<file path="src/rtl/mac_pkg.sv">
// ---------------------------------------------------------------------------
// mac_pkg
// Shared definitions for the windowed multiply-accumulate blocks:
//   - default operand width and fixed-point position
//   - accumulator width helper (sized so a full window can never overflow)
//   - FSM state encoding shared by the sequential MAC
//   - saturation bounds for a DATA_SIZE two's-complement result
// ---------------------------------------------------------------------------
package mac_pkg;

    localparam int DEF_DATA_SIZE = 8;
    localparam int DEF_FRAC_BITS = 6;

    // Default saturation bounds for 8-bit results
    localparam int SAT_MAX = 127;
    localparam int SAT_MIN = -128;

    typedef enum logic [1:0] {
        IDLE  = 2'd0,
        MAC   = 2'd1,
        FINAL = 2'd2,
        DONE  = 2'd3
    } state_t;

    // Product width plus enough guard bits for KERNEL_SIZE additions and sign
    function automatic int acc_w(input int dataSize, input int kernelSize);
        return 2 * dataSize + $clog2(kernelSize) + 1;
    endfunction

    function automatic int sat_max(input int dataSize);
        return (2 ** (dataSize - 1)) - 1;
    endfunction

    function automatic int sat_min(input int dataSize);
        return -(2 ** (dataSize - 1));
    endfunction

endpackage

</file>
<file path="src/rtl/mac_window_seq_if.sv">
// ---------------------------------------------------------------------------
// mac_window_seq_if
// Window-in / result-out handshake bundle for mac_window_seq.
//   in_valid/in_ready   : window operand handshake
//   in_data/in_weight   : KERNEL_SIZE packed elements, element 0 in MS slice
//   in_bias, relu_en    : per-window bias and ReLU enable
//   out_valid/out_ready : result handshake
//   out_data, out_sat   : result and saturation flag
// master = producer/consumer side (window generator + writer), slave = MAC.
// ---------------------------------------------------------------------------
interface mac_window_seq_if #(
    parameter int DATA_SIZE   = 8,
    parameter int KERNEL_SIZE = 9
);
    logic                              in_valid;
    logic                              in_ready;
    logic [DATA_SIZE*KERNEL_SIZE-1:0]  in_data;
    logic [DATA_SIZE*KERNEL_SIZE-1:0]  in_weight;
    logic [DATA_SIZE-1:0]              in_bias;
    logic                              relu_en;
    logic                              out_valid;
    logic                              out_ready;
    logic [DATA_SIZE-1:0]              out_data;
    logic                              out_sat;

    modport master (
        output in_valid, in_data, in_weight, in_bias, relu_en, out_ready,
        input  in_ready, out_valid, out_data, out_sat
    );

    modport slave (
        input  in_valid, in_data, in_weight, in_bias, relu_en, out_ready,
        output in_ready, out_valid, out_data, out_sat
    );
endinterface

</file>
<file path="src/rtl/mac_round_sat.sv">
// ---------------------------------------------------------------------------
// mac_round_sat
// Combinational post-accumulation stage: bias add, round half-up, saturate
// and optional ReLU. Shared between the conv MAC and the FC layer.
//   i_acc     : signed accumulator, 2*FRAC_BITS fractional bits
//   i_bias    : signed bias, FRAC_BITS fractional bits
//   i_reluEn  : clamp negative results to zero
//   o_data    : DATA_SIZE result, FRAC_BITS fractional bits
//   o_sat     : result was clipped to the representable range
// ---------------------------------------------------------------------------
module mac_round_sat
    import mac_pkg::*;
#(
    parameter int DATA_SIZE = DEF_DATA_SIZE,
    parameter int FRAC_BITS = DEF_FRAC_BITS,
    parameter int ACC_W     = 21
) (
    input  logic signed [ACC_W-1:0]     i_acc,
    input  logic signed [DATA_SIZE-1:0] i_bias,
    input  logic                        i_reluEn,
    output logic [DATA_SIZE-1:0]        o_data,
    output logic                        o_sat
);

    // One spare bit so bias and rounding constant can never wrap the sum
    localparam int SUM_W = ACC_W + 1;
    // Half an output LSB; evaluates to zero when FRAC_BITS is 0
    localparam logic signed [SUM_W-1:0] ROUND_C = SUM_W'((1 << FRAC_BITS) >> 1);
    localparam logic signed [SUM_W-1:0] MAX_C   = SUM_W'(sat_max(DATA_SIZE));
    localparam logic signed [SUM_W-1:0] MIN_C   = SUM_W'(sat_min(DATA_SIZE));

    logic signed [SUM_W-1:0] w_biasExt;
    logic signed [SUM_W-1:0] w_sum;
    logic signed [SUM_W-1:0] w_shifted;

    // Bias is aligned to the product's 2*FRAC_BITS fractional position
    assign w_biasExt = SUM_W'(i_bias) <<< FRAC_BITS;
    assign w_sum     = SUM_W'(i_acc) + w_biasExt + ROUND_C;
    assign w_shifted = w_sum >>> FRAC_BITS;

    // Clip to range first; ReLU then acts on the clipped value and leaves
    // the saturation flag as it was
    always_comb begin
        o_sat  = 1'b0;
        o_data = w_shifted[DATA_SIZE-1:0];
        if (w_shifted > MAX_C) begin
            o_data = MAX_C[DATA_SIZE-1:0];
            o_sat  = 1'b1;
        end else if (w_shifted < MIN_C) begin
            o_data = MIN_C[DATA_SIZE-1:0];
            o_sat  = 1'b1;
        end
        if (i_reluEn && o_data[DATA_SIZE-1]) begin
            o_data = '0;
        end
    end

endmodule

</file>
<file path="src/rtl/mac_window_seq.sv">
// ---------------------------------------------------------------------------
// mac_window_seq
// Sequential window multiply-accumulate for the conv datapath. Accepts one
// KERNEL_SIZE window per handshake, accumulates LANES products per cycle,
// then bias-adds, rounds, saturates and optionally applies ReLU.
//   clk   : rising-edge clock
//   rst_n : synchronous active-low reset
//   bus   : mac_window_seq_if slave (window in, result out)
// Latency from accept edge to out_valid: KERNEL_SIZE/LANES + 1 cycles.
// ---------------------------------------------------------------------------
module mac_window_seq
    import mac_pkg::*;
#(
    parameter int DATA_SIZE   = DEF_DATA_SIZE,
    parameter int FRAC_BITS   = DEF_FRAC_BITS,
    parameter int KERNEL_SIZE = 9,
    parameter int LANES       = 1
) (
    input  logic            clk,
    input  logic            rst_n,
    mac_window_seq_if.slave bus
);

    localparam int ACC_W  = acc_w(DATA_SIZE, KERNEL_SIZE);
    localparam int PROD_W = 2 * DATA_SIZE;
    localparam int VEC_W  = DATA_SIZE * KERNEL_SIZE;
    localparam int STEP   = DATA_SIZE * LANES;
    localparam int GROUPS = KERNEL_SIZE / LANES;
    localparam int IDX_W  = (GROUPS > 1) ? $clog2(GROUPS) : 1;

    localparam logic [1:0] S_IDLE  = IDLE;
    localparam logic [1:0] S_MAC   = MAC;
    localparam logic [1:0] S_FINAL = FINAL;
    localparam logic [1:0] S_DONE  = DONE;

    logic [1:0]                 r_state;
    logic [VEC_W-1:0]           r_data;
    logic [VEC_W-1:0]           r_weight;
    logic signed [DATA_SIZE-1:0] r_bias;
    logic                       r_relu;
    logic signed [ACC_W-1:0]    r_acc;
    logic [IDX_W-1:0]           r_idx;
    logic [DATA_SIZE-1:0]       r_outData;
    logic                       r_outSat;
    logic                       r_outValid;

    logic signed [ACC_W-1:0]    w_laneSum;
    logic [DATA_SIZE-1:0]       w_rsData;
    logic                       w_rsSat;

    // The operand registers shift left by one group each MAC cycle, so the
    // current group always sits in the top LANES slices and no variable
    // indexing is needed.
    always_comb begin
        w_laneSum = '0;
        for (int l = 0; l < LANES; l++) begin
            w_laneSum = w_laneSum + ACC_W'(
                PROD_W'($signed(r_data[VEC_W-1-l*DATA_SIZE -: DATA_SIZE])) *
                PROD_W'($signed(r_weight[VEC_W-1-l*DATA_SIZE -: DATA_SIZE])));
        end
    end

    mac_round_sat #(
        .DATA_SIZE (DATA_SIZE),
        .FRAC_BITS (FRAC_BITS),
        .ACC_W     (ACC_W)
    ) u_roundSat (
        .i_acc    (r_acc),
        .i_bias   (r_bias),
        .i_reluEn (r_relu),
        .o_data   (w_rsData),
        .o_sat    (w_rsSat)
    );

    // Window FSM: capture operands, step through the groups, register the
    // finished result and hold it until the consumer takes it.
    always_ff @(posedge clk) begin
        if (!rst_n) begin
            r_state    <= S_IDLE;
            r_data     <= '0;
            r_weight   <= '0;
            r_bias     <= '0;
            r_relu     <= 1'b0;
            r_acc      <= '0;
            r_idx      <= '0;
            r_outData  <= '0;
            r_outSat   <= 1'b0;
            r_outValid <= 1'b0;
        end else begin
            case (r_state)
                S_IDLE: begin
                    if (bus.in_valid) begin
                        r_data   <= bus.in_data;
                        r_weight <= bus.in_weight;
                        r_bias   <= bus.in_bias;
                        r_relu   <= bus.relu_en;
                        r_acc    <= '0;
                        r_idx    <= '0;
                        r_state  <= S_MAC;
                    end
                end
                S_MAC: begin
                    r_acc    <= r_acc + w_laneSum;
                    r_data   <= r_data << STEP;
                    r_weight <= r_weight << STEP;
                    r_idx    <= r_idx + 1'b1;
                    if (r_idx == IDX_W'(GROUPS - 1)) begin
                        r_state <= S_FINAL;
                    end
                end
                S_FINAL: begin
                    r_outData  <= w_rsData;
                    r_outSat   <= w_rsSat;
                    r_outValid <= 1'b1;
                    r_state    <= S_DONE;
                end
                default: begin
                    if (bus.out_ready) begin
                        r_outValid <= 1'b0;
                        r_state    <= S_IDLE;
                    end
                end
            endcase
        end
    end

    assign bus.in_ready  = (r_state == S_IDLE);
    assign bus.out_valid = r_outValid;
    assign bus.out_data  = r_outData;
    assign bus.out_sat   = r_outSat;

endmodule

</file>
<file path="src/flat_wrapper.sv">
// flat-port wrapper written by rule: the top's interface ports become plain ports
module mac_window_seq_flat import mac_pkg::*;
#(
    parameter int DATA_SIZE   = DEF_DATA_SIZE,
    parameter int FRAC_BITS   = DEF_FRAC_BITS,
    parameter int KERNEL_SIZE = 9,
    parameter int LANES       = 1
)
  (clk, rst_n, bus_in_valid, bus_in_data, bus_in_weight, bus_in_bias, bus_relu_en, bus_out_ready, bus_in_ready, bus_out_valid, bus_out_data, bus_out_sat);
  mac_window_seq_if #(.DATA_SIZE(DATA_SIZE), .KERNEL_SIZE(KERNEL_SIZE)) bus_i ();
  input  logic clk;
  input  logic rst_n;
  input wire logic [$bits(bus_i.in_valid)-1:0] bus_in_valid;
  input wire logic [$bits(bus_i.in_data)-1:0] bus_in_data;
  input wire logic [$bits(bus_i.in_weight)-1:0] bus_in_weight;
  input wire logic [$bits(bus_i.in_bias)-1:0] bus_in_bias;
  input wire logic [$bits(bus_i.relu_en)-1:0] bus_relu_en;
  input wire logic [$bits(bus_i.out_ready)-1:0] bus_out_ready;
  output wire logic [$bits(bus_i.in_ready)-1:0] bus_in_ready;
  output wire logic [$bits(bus_i.out_valid)-1:0] bus_out_valid;
  output wire logic [$bits(bus_i.out_data)-1:0] bus_out_data;
  output wire logic [$bits(bus_i.out_sat)-1:0] bus_out_sat;
  assign bus_i.in_valid = bus_in_valid;
  assign bus_i.in_data = bus_in_data;
  assign bus_i.in_weight = bus_in_weight;
  assign bus_i.in_bias = bus_in_bias;
  assign bus_i.relu_en = bus_relu_en;
  assign bus_i.out_ready = bus_out_ready;
  assign bus_in_ready = bus_i.in_ready;
  assign bus_out_valid = bus_i.out_valid;
  assign bus_out_data = bus_i.out_data;
  assign bus_out_sat = bus_i.out_sat;
  mac_window_seq #(.DATA_SIZE(DATA_SIZE), .FRAC_BITS(FRAC_BITS), .KERNEL_SIZE(KERNEL_SIZE), .LANES(LANES)) u_core (.clk(clk), .rst_n(rst_n), .bus(bus_i));
endmodule
</file>
<file path="config.mk">
export PLATFORM = sky130hd
export DESIGN_NAME = mac_window_seq_flat
export DESIGN_NICKNAME = d
export VERILOG_FILES = /design/src/rtl/mac_pkg.sv /design/src/rtl/mac_window_seq_if.sv /design/src/rtl/mac_round_sat.sv /design/src/rtl/mac_window_seq.sv /design/src/flat_wrapper.sv
export SDC_FILE = /design/constraint.sdc
export NUM_CORES = 1
export LEC_CHECK = 0
export ABC_AREA = 1
export ABC_CLOCK_PERIOD_IN_PS = 5200
export CORE_MARGIN = 2
export CORE_UTILIZATION = 45
export CTS_CLUSTER_SIZE = 25
export DETAILED_ROUTE_END_ITERATION = 10
export DONT_BUFFER_PORTS = 1
export MAX_ROUTING_LAYER = met4
export SYNTH_ARGS = -nofsm -noshare
export SYNTH_HDL_FRONTEND = slang
export SYNTH_HIERARCHICAL = 1
export SYNTH_SLANG_ARGS = --single-unit
</file>
<file path="constraint.sdc">
create_clock -name clk -period 5.2 [get_ports clk]
set_input_delay 1.56 -clock clk [delete_from_list [all_inputs] [get_ports clk]]
set_output_delay 1.56 -clock clk [all_outputs]
set_load 0.03 [all_outputs]
</file>
==> results of run 1 <==
-- metrics by stage --
step	cell area, um2	total power, uW
2_1_floorplan	13200	7440
3_3_place_gp	13400	8530
3_5_place_dp	13400	8640
4_1_cts	13900	9990
5_1_grt	14000	11100
6_report	14000	9920
-- cell families after synthesis --
| kind of cell | after synthesis | synth area share |
|---|---|---|
| xor gates and xnor gates | 10 | 0.00804 |
| adders and majority gates | 161 | 0.205 |
| AOI/OAI and AO/OA | 465 | 0.181 |
| DFF | 190 | 0.288 |
| buffers and inverters | 428 | 0.129 |
| and+or+nand+nor | 608 | 0.189 |
-- worst max-delay path: stages, from the launching register on --
cell                       delay, ns
sky130_fd_sc_hd__dfxtp_1        0.35
sky130_fd_sc_hd__clkinv_1       0.09
sky130_fd_sc_hd__or2_2          0.30
sky130_fd_sc_hd__fa_1           0.53
sky130_fd_sc_hd__fa_1           0.55
sky130_fd_sc_hd__inv_1          0.05
sky130_fd_sc_hd__fa_1           0.50
sky130_fd_sc_hd__fa_1           0.58
sky130_fd_sc_hd__fa_1           0.43
sky130_fd_sc_hd__ha_1           0.41
sky130_fd_sc_hd__a21oi_2        0.20
sky130_fd_sc_hd__nand2_1        0.17
sky130_fd_sc_hd__nand2_2        0.12
sky130_fd_sc_hd__nand2_2        0.09
sky130_fd_sc_hd__a21oi_1        0.16
sky130_fd_sc_hd__nand3_1        0.08
sky130_fd_sc_hd__nand3_1        0.07
sky130_fd_sc_hd__a21oi_1        0.07
-- sequential cells by signal, summed over array words and instances, names as in the netlist --
| register | flops |
|---|---|
| u_core/bus.out_sat | 1 |
| u_core/bus.out_data | 8 |
| u_core/r_bias | 8 |
| u_core/r_relu | 1 |
| u_core/r_acc | 21 |
| u_core/bus.out_valid | 1 |
| u_core/r_idx | 4 |
| u_core/r_weight | 72 |
| u_core/r_state | 2 |
| u_core/r_data | 72 |
-- power by group through the flow --
stage,clock network [uW],registers [uW],logic [uW]
after floorplan,0,2330,5110
after global placement,0,2550,5980
after detailed placement,0,2560,6070
after CTS,1340,2530,6120
after global routing,1400,2610,7080
final,1310,2540,6080
-- routing by layer --
metal	part of all wire	vias to the layer above	routed length (um)
li1	-	5722	-
met1	0.48	5155	15200
met2	0.47	221	14700
met3	0.040	22	1270
met4	0.014	0	451
met5	0	-	0
-- what timing repair did --
action | 4_1_cts | 5_1_grt
buffers inserted | 0 | 7
resized for setup | 0 | 7
setup endpoints to repair | 0 | 9
endpoints found under the hold margin | 0 | 0
hold buffers | 0 | 0
-- layout by cell type (no fill, tap or decap), types with 6 or more instances in the layout --
cell,Yosys,routed
sky130_fd_sc_hd__nand2_1,332,331
sky130_fd_sc_hd__inv_1,320,315
sky130_fd_sc_hd__a21oi_1,290,290
sky130_fd_sc_hd__dfxtp_1,190,190
sky130_fd_sc_hd__nor2_1,186,186
sky130_fd_sc_hd__o21ai_0,109,109
sky130_fd_sc_hd__fa_1,93,91
sky130_fd_sc_hd__ha_1,68,67
sky130_fd_sc_hd__nand3_1,44,44
sky130_fd_sc_hd__o21ai_1,34,34
sky130_fd_sc_hd__buf_4,11,18
sky130_fd_sc_hd__clkbuf_16,0,17
sky130_fd_sc_hd__nand2_2,16,17
sky130_fd_sc_hd__a31oi_1,17,17
sky130_fd_sc_hd__inv_2,6,9
sky130_fd_sc_hd__inv_6,0,6
-- area by class of cell --
| type | instances | area share |
|---|---|---|
| clock buffer | 18 | 0.0313 |
| sequential | 190 | 0.272 |
| tap | 384 | 0.0343 |
| multi-input combinational | 1244 | 0.552 |
| clock inverter | 14 | 0.0106 |
| timing repair buffer | 19 | 0.0111 |
| inverter | 330 | 0.0893 |
-- worst max path at each step --
stage	from	end	slack, ns	cells after the start
after floorplan	u_core/r_weight[66]	u_core/r_acc[20]	0.57	21
after global placement	u_core/r_data[71]	u_core/r_acc[20]	0.28	16
after detailed placement	u_core/r_data[71]	u_core/r_acc[20]	0.20	16
after CTS	u_core/r_data[71]	u_core/r_acc[20]	0.19	16
after global routing	u_core/r_data[65]	u_core/r_acc[20]	0.008	16
final	u_core/r_weight[71]	u_core/r_acc[20]	0.29	17
==> qor.log, run 1 <==
INFO  global_route   met1_grt_util=0.289
INFO  power_and_ir_drop netSwitchingFraction=0.504
INFO  finish         multiInputGateArea=7730um2
INFO  global_route   globalRouteOverflowTotal=0
INFO  min_path       worst_hold_path.num_cells=2
INFO  clock_network  cts.path.max_buffers=2
INFO  power_and_ir_drop intPower=4920uW
INFO  placement      hpwl=23,400um
INFO  sta            tightestPinTransition=1.10ns
INFO  finish         layout.filler_cells=3,013
INFO  clock_network  htreeDepth=4
INFO  floorplan      core_area=28,900um2
INFO  global_route   global_route_wire_length_before_repair=52,300um
INFO  min_path       holdPathEnd=u_core/r_data[0]
INFO  global_route   global_route.usage.met2=0.344
INFO  sta            slew_headroom=0.270
INFO  global_route   global_route.usage.total=0.215
INFO  floorplan      die_width=175um
INFO  sta            final.setup.tns=0ns
INFO  sta            rsz0062_at_grt=no
INFO  sta            timing.final.crit_period=4.91ns
INFO  global_route   first_global_vias=10,500
INFO  outcome        status=finished, final reports clean
INFO  clock_network  clkSlewWorstSetupHoldPaths=0.07ns
INFO  finish         final_cells=2,199
INFO  synth          synth_area=13,200um2
INFO  critical_path  worst-path-max-fanout=7
INFO  synth          synth_common_cells=sky130_fd_sc_hd__nand2_1, sky130_fd_sc_hd__inv_1, sky130_fd_sc_hd__a21oi_1
INFO  critical_path  timing.rr.start=u_core/r_weight[71]
INFO  floorplan      die_h=175um
INFO  sta            finalCritPeriodShare=0.944
INFO  synth          gate_count_after_technology_mapping=1,862
INFO  sta            hold_slack=0.463ns
INFO  finish         flow.area_growth_from_synthesis=5.91%
INFO  finish         antennaDiodeCount=0
INFO  sta            timing.fmax=0.204GHz
INFO  detailed_routing total_via_count_in_the_routed_design=11,100
INFO  global_route   grt_use_met3=0.0303
INFO  floorplan      floorplan.rows=62
INFO  detailed_routing drt.antenna.violating_nets=0
INFO  synth          syn_area_per_cell=7.10um2
INFO  sta            finalSetupViolations=0
INFO  global_route   antenna_found_initial=0
INFO  critical_path  reg2reg_capture_point=u_core/r_acc[20]
INFO  critical_path  endpoint_kind=register
INFO  floorplan      initial_core_util=0.458
INFO  finish         final_layout_size_suffix_gt1_frac=0.0584
INFO  finish         layout.nets=2,120
INFO  global_route   global_route.peak_usage_layer=met2
INFO  critical_path  critical_path.startpoint_type=register
INFO  power_and_ir_drop sequentialPowerShare=0.256
INFO  power_and_ir_drop power.ir.vdd_worst=0.530mV
INFO  critical_path  cp_data_required_time=5.47ns
INFO  min_path       hold_path.startpoint=u_core/r_data[0]
INFO  synth          postSynthNetCount=2,180
INFO  clock_network  cts_tree=yes
INFO  detailed_routing vias_per_cell=5.06
INFO  detailed_routing detail_route.drc_violations=0
INFO  synth          post-synth-top-count-cell=sky130_fd_sc_hd__nand2_1
INFO  sta            finalWorstSetupSlack=0.292ns
INFO  min_path       min_path_type=register to register
INFO  floorplan      die_area=30,800um2
INFO  synth          synth.ff_latch_count=190
INFO  critical_path  worst_setup_path_category=register to register
INFO  placement      placement.setup.worst_slack=0.200ns
INFO  clock_network  clk-insertion-delay-late=0.43ns
INFO  clock_network  cts-root-buf=sky130_fd_sc_hd__clkbuf_16
INFO  finish         ff_latch_area=3800um2
INFO  synth          synth_edf_count=0
INFO  clock_network  tritoncts_num_sinks=190
INFO  power_and_ir_drop total_leakage_power=0.00703uW
INFO  synth          synth_top_area_share=0.288
INFO  power_and_ir_drop power.share.clock=0.132
INFO  critical_path  timing.reg2reg.setup_slack=0.29ns
INFO  global_route   grt_start_max_net_pins=154
INFO  flow_run       maxCapViolCount=0
INFO  power_and_ir_drop comb_power_share=0.612
INFO  detailed_routing drt_pass1_iterations=5
INFO  critical_path  r2r.worst_path.cells=17
INFO  critical_path  timing.critical_path.arrival=5.18ns
INFO  synth          asyncSetResetFlopFracSynth=0
INFO  placement      portBuffers=0
INFO  synth          distinct_cells_synth=44
INFO  synth          yosys.area.top_type=sky130_fd_sc_hd__dfxtp_1
INFO  detailed_routing detail_route.wl_per_cell=14.4um
INFO  finish         final_core_utilization=0.485
INFO  power_and_ir_drop switching_pwr=5000uW
INFO  clock_network  cts-buffers-inserted=17
INFO  synth          ys.warnings.count=6
INFO  floorplan      io_pins=168
INFO  placement      dpl.cell_count=2,160
INFO  sta            slew_viol_final=0
INFO  detailed_routing routed_wl=31,700um
INFO  synth          synth_top_cells_by_area=sky130_fd_sc_hd__dfxtp_1, sky130_fd_sc_hd__fa_1, sky130_fd_sc_hd__a21oi_1, sky130_fd_sc_hd__nand2_1, sky130_fd_sc_hd__inv_1
INFO  sta            fin_skew=0.0106ns
INFO  placement      place_congestion=0.855
INFO  detailed_routing drt-initial-drc-count=895
INFO  synth          synth_sequential_area_ratio=0.288
INFO  power_and_ir_drop p_per_area=708nW/um2
INFO  synth          top_flip_flop_cell_by_instance_count_after_synthesis=sky130_fd_sc_hd__dfxtp_1
INFO  sta            timing_hold_violations_final=0
Power figures use the tool's default switching activity.
==> run 2, diff against run 1 <==
--- a/config.mk
+++ b/config.mk
@@ -7,12 +7,14 @@
 export LEC_CHECK = 0
 export ABC_AREA = 1
 export ABC_CLOCK_PERIOD_IN_PS = 5200
+export CAP_MARGIN = 20
 export CORE_MARGIN = 2
 export CORE_UTILIZATION = 45
 export CTS_CLUSTER_SIZE = 25
 export DETAILED_ROUTE_END_ITERATION = 10
 export DONT_BUFFER_PORTS = 1
 export MAX_ROUTING_LAYER = met4
+export SETUP_SLACK_MARGIN = 0.05
 export SYNTH_ARGS = -nofsm -noshare
 export SYNTH_HDL_FRONTEND = slang
 export SYNTH_HIERARCHICAL = 1
==> qor.log, run 2 (same netlist as run 1, synthesis figures left out) <==
INFO  min_path       worst_hold_path.num_cells=2 [unchanged]
INFO  global_route   first_global_vias=10,500 [unchanged]
INFO  global_route   grt_start_max_net_pins=154 [unchanged]
INFO  sta            rsz0062_at_grt=no
INFO  clock_network  cts.path.max_buffers=2 [unchanged]
INFO  detailed_routing routed_wl=31,700um [about the same]
INFO  clock_network  hold_buffers=0 [unchanged]
INFO  critical_path  worst_path_dominant_cell_family=adder cells
INFO  floorplan      die_width=175um [unchanged]
INFO  critical_path  worst-path-max-fanout=7 [unchanged]
INFO  detailed_routing vias_per_cell=5.04 [-0.32%]
INFO  critical_path  critical_path.startpoint_type=register
INFO  critical_path  critical_path.slowest_cell=sky130_fd_sc_hd__fa_1
INFO  clock_network  cts_tree=yes
INFO  global_route   global_route_wire_length_before_repair=52,300um [unchanged]
INFO  sta            finalCritPeriodShare=0.937 [-0.00667]
INFO  clock_network  htreeDepth=4 [unchanged]
INFO  finish         layout.nets=2,121 [+0.047%]
INFO  global_route   globalRouteOverflowTotal=0 [unchanged]
INFO  critical_path  cp_data_required_time=5.52ns [+0.05 ns]
INFO  floorplan      floorplan.rows=62 [unchanged]
INFO  placement      placed_area=13,400um2 [unchanged]
INFO  placement      hpwl=23,400um [unchanged]
INFO  critical_path  crit_cells=17 [unchanged]
INFO  power_and_ir_drop total_leakage_power=0.00704uW [+0.14%]
INFO  finish         flow.area_growth_from_synthesis=6.07%
INFO  finish         final_layout_size_suffix_gt1_frac=0.0595 [+0.00107]
INFO  sta            timing.fmax=0.205GHz [+0.71%]
INFO  power_and_ir_drop power.ir.vdd_worst=0.538mV [+1.5%]
INFO  placement      dpl.cell_count=2,160 [unchanged]
INFO  finish         layout_top_registers=u_core/r_data: 72 flops, u_core/r_weight: 72 flops, u_core/r_acc: 21 flops
INFO  clock_network  clkSlewWorstSetupHoldPaths=0.08ns [about the same]
INFO  power_and_ir_drop p_per_area=707nW/um2 [-0.24%]
INFO  outcome        status=finished, final reports clean
INFO  floorplan      io_pins=168 [unchanged]
INFO  flow_run       maxCapViolCount=0 [unchanged]
INFO  sta            slew_headroom=0.305 [+0.0353]
INFO  critical_path  critical_path_buf_inv_count=2 [unchanged]
INFO  critical_path  r2r.worst_path.cells=17 [unchanged]
INFO  sta            finalSetupViolations=0 [unchanged]
INFO  detailed_routing total_via_count_in_the_routed_design=11,100 [-0.28%]
INFO  sta            timing_hold_violations_final=0 [unchanged]
INFO  placement      portBuffers=0 [unchanged]
INFO  sta            final.setup.tns=0ns [unchanged]
INFO  floorplan      die_area=30,800um2 [unchanged]
INFO  finish         layout_common_cells=sky130_fd_sc_hd__nand2_1, sky130_fd_sc_hd__inv_1, sky130_fd_sc_hd__a21oi_1, sky130_fd_sc_hd__dfxtp_1, sky130_fd_sc_hd__nor2_1
INFO  detailed_routing detail_route.wl_per_cell=14.4um [about the same]
INFO  power_and_ir_drop intPower=4920uW [about the same]
INFO  finish         final_cells=2,200 [+0.045%]
INFO  global_route   antenna_found_initial=0 [unchanged]
INFO  min_path       min_path_type=register to register
INFO  power_and_ir_drop sequentialPowerShare=0.256 [about the same]
INFO  critical_path  worst_setup_path_category=register to register
INFO  critical_path  endpoint_kind=register
INFO  finish         final_common_cell=sky130_fd_sc_hd__nand2_1
INFO  finish         final_area=14,000um2 [+0.15%]
INFO  floorplan      die_h=175um [unchanged]
INFO  power_and_ir_drop comb_power_share=0.612 [about the same]
INFO  critical_path  slowest_delay=0.58ns [about the same]
INFO  power_and_ir_drop switching_pwr=4990uW [-0.19%]
INFO  power_and_ir_drop netSwitchingFraction=0.504 [-0.000521]
INFO  clock_network  clk-insertion-delay-late=0.43ns [about the same]
INFO  detailed_routing drt_pass1_iterations=5 [unchanged]
INFO  sta            fin_skew=0.0105ns [-0.000147 ns]
INFO  sta            slew_viol_final=0 [unchanged]
INFO  detailed_routing detail_route.drc_violations=0 [unchanged]
INFO  sta            timing.final.crit_period=4.87ns [-0.0347 ns]
INFO  global_route   global_route.usage.total=0.215 [unchanged]
INFO  clock_network  cts-buffers-inserted=17 [unchanged]
INFO  clock_network  tritoncts_num_sinks=190 [unchanged]
INFO  placement      place_congestion=0.855 [unchanged]
INFO  finish         antennaDiodeCount=0 [unchanged]
INFO  critical_path  most_frequent_cell_on_the_critical_path=sky130_fd_sc_hd__fa_1
INFO  power_and_ir_drop power.share.clock=0.132 [about the same]
INFO  detailed_routing drt.antenna.violating_nets=0 [unchanged]
INFO  floorplan      initial_core_util=0.458 [unchanged]
INFO  sta            tightestPinTransition=1.04ns [-0.0530 ns]
INFO  critical_path  timing.critical_path.arrival=5.19ns [about the same]
INFO  clock_network  cts-root-buf=sky130_fd_sc_hd__clkbuf_16
INFO  floorplan      core_area=28,900um2 [unchanged]
INFO  detailed_routing drt-initial-drc-count=825 [-7.8%]
INFO  critical_path  worstPathCellList=clkinv_1, or2_2, fa_1, fa_1, inv_1, fa_1, fa_1, fa_1, ha_1, a21oi_2, nand2_1, nand2_2, nand2_2, a21oi_1, nand3_1, nand3_1, a21oi_1
==> run 2: what timing repair did <==
action,CTS,global route
resized for setup,0,8
setup buffers,0,7
setup endpoints to repair,0,9
==> run 2: final timing paths <==
kind / to / slack (ns) / from
hold / removal: u_core/r_data[5] / 0.46 / u_core/r_data[5]
setup / recovery: u_core/r_acc[20] / 0.33 / u_core/r_weight[71]
setup reg to reg: u_core/r_acc[20] / 0.33 / u_core/r_weight[71]
hold reg to reg: u_core/r_data[5] / 0.46 / u_core/r_data[5]
==> run 2: worst register-to-register path: stages (launching register included) <==
cell                       delay, ns
sky130_fd_sc_hd__dfxtp_1        0.35
sky130_fd_sc_hd__clkinv_1       0.09
sky130_fd_sc_hd__or2_2          0.30
sky130_fd_sc_hd__fa_1           0.53
sky130_fd_sc_hd__fa_1           0.55
sky130_fd_sc_hd__inv_1          0.05
sky130_fd_sc_hd__fa_1           0.50
sky130_fd_sc_hd__fa_1           0.59
sky130_fd_sc_hd__fa_1           0.43
sky130_fd_sc_hd__ha_1           0.40
sky130_fd_sc_hd__a21oi_2        0.20
sky130_fd_sc_hd__nand2_1        0.18
sky130_fd_sc_hd__nand2_2        0.13
sky130_fd_sc_hd__nand2_2        0.09
sky130_fd_sc_hd__a21oi_1        0.15
sky130_fd_sc_hd__nand3_1        0.08
sky130_fd_sc_hd__nand3_1        0.07
sky130_fd_sc_hd__a21oi_1        0.07
==> run 2: through the flow <==
stage          hold slack [ns]  utilization  worst slack (ns)  total power (uW)
3_3_place_gp             0.449        0.463             0.282              8530
2_1_floorplan            0.439            -             0.575              7440
5_1_grt                  0.484        0.486            0.0594             11100
3_5_place_dp             0.455        0.463             0.200              8640
4_1_cts                  0.465        0.483             0.190              9990
6_report                 0.463        0.486             0.327              9910
==> run 2: metal layers <==
metal  vias up  GRT usage  part of all wire
li1       5729          -                 -
met5         -          -                 0
met3        23     0.0303             0.037
met1      5119      0.289              0.48
met4         0     0.0499             0.015
met2       218      0.344              0.47
==> run 2: layout make-up <==
type                    instances  area [um2]
clock buffers                  18         439
clock inverters                14         149
fillers                      3012       14800
inverters                     330        1250
multi-input cells            1244        7730
flip-flops and latches        190        3800
well taps                     384         480
repair buffers                 20         175
==> run 2: power groups by stage <==
stage | registers [uW] | logic (uW) | clock network [uW]
after floorplan | 2330 | 5110 | 0
after detailed placement | 2560 | 6070 | 0
after global placement | 2550 | 5980 | 0
after CTS | 2530 | 6120 | 1340
final | 2540 | 6070 | 1310
after global routing | 2610 | 7080 | 1400
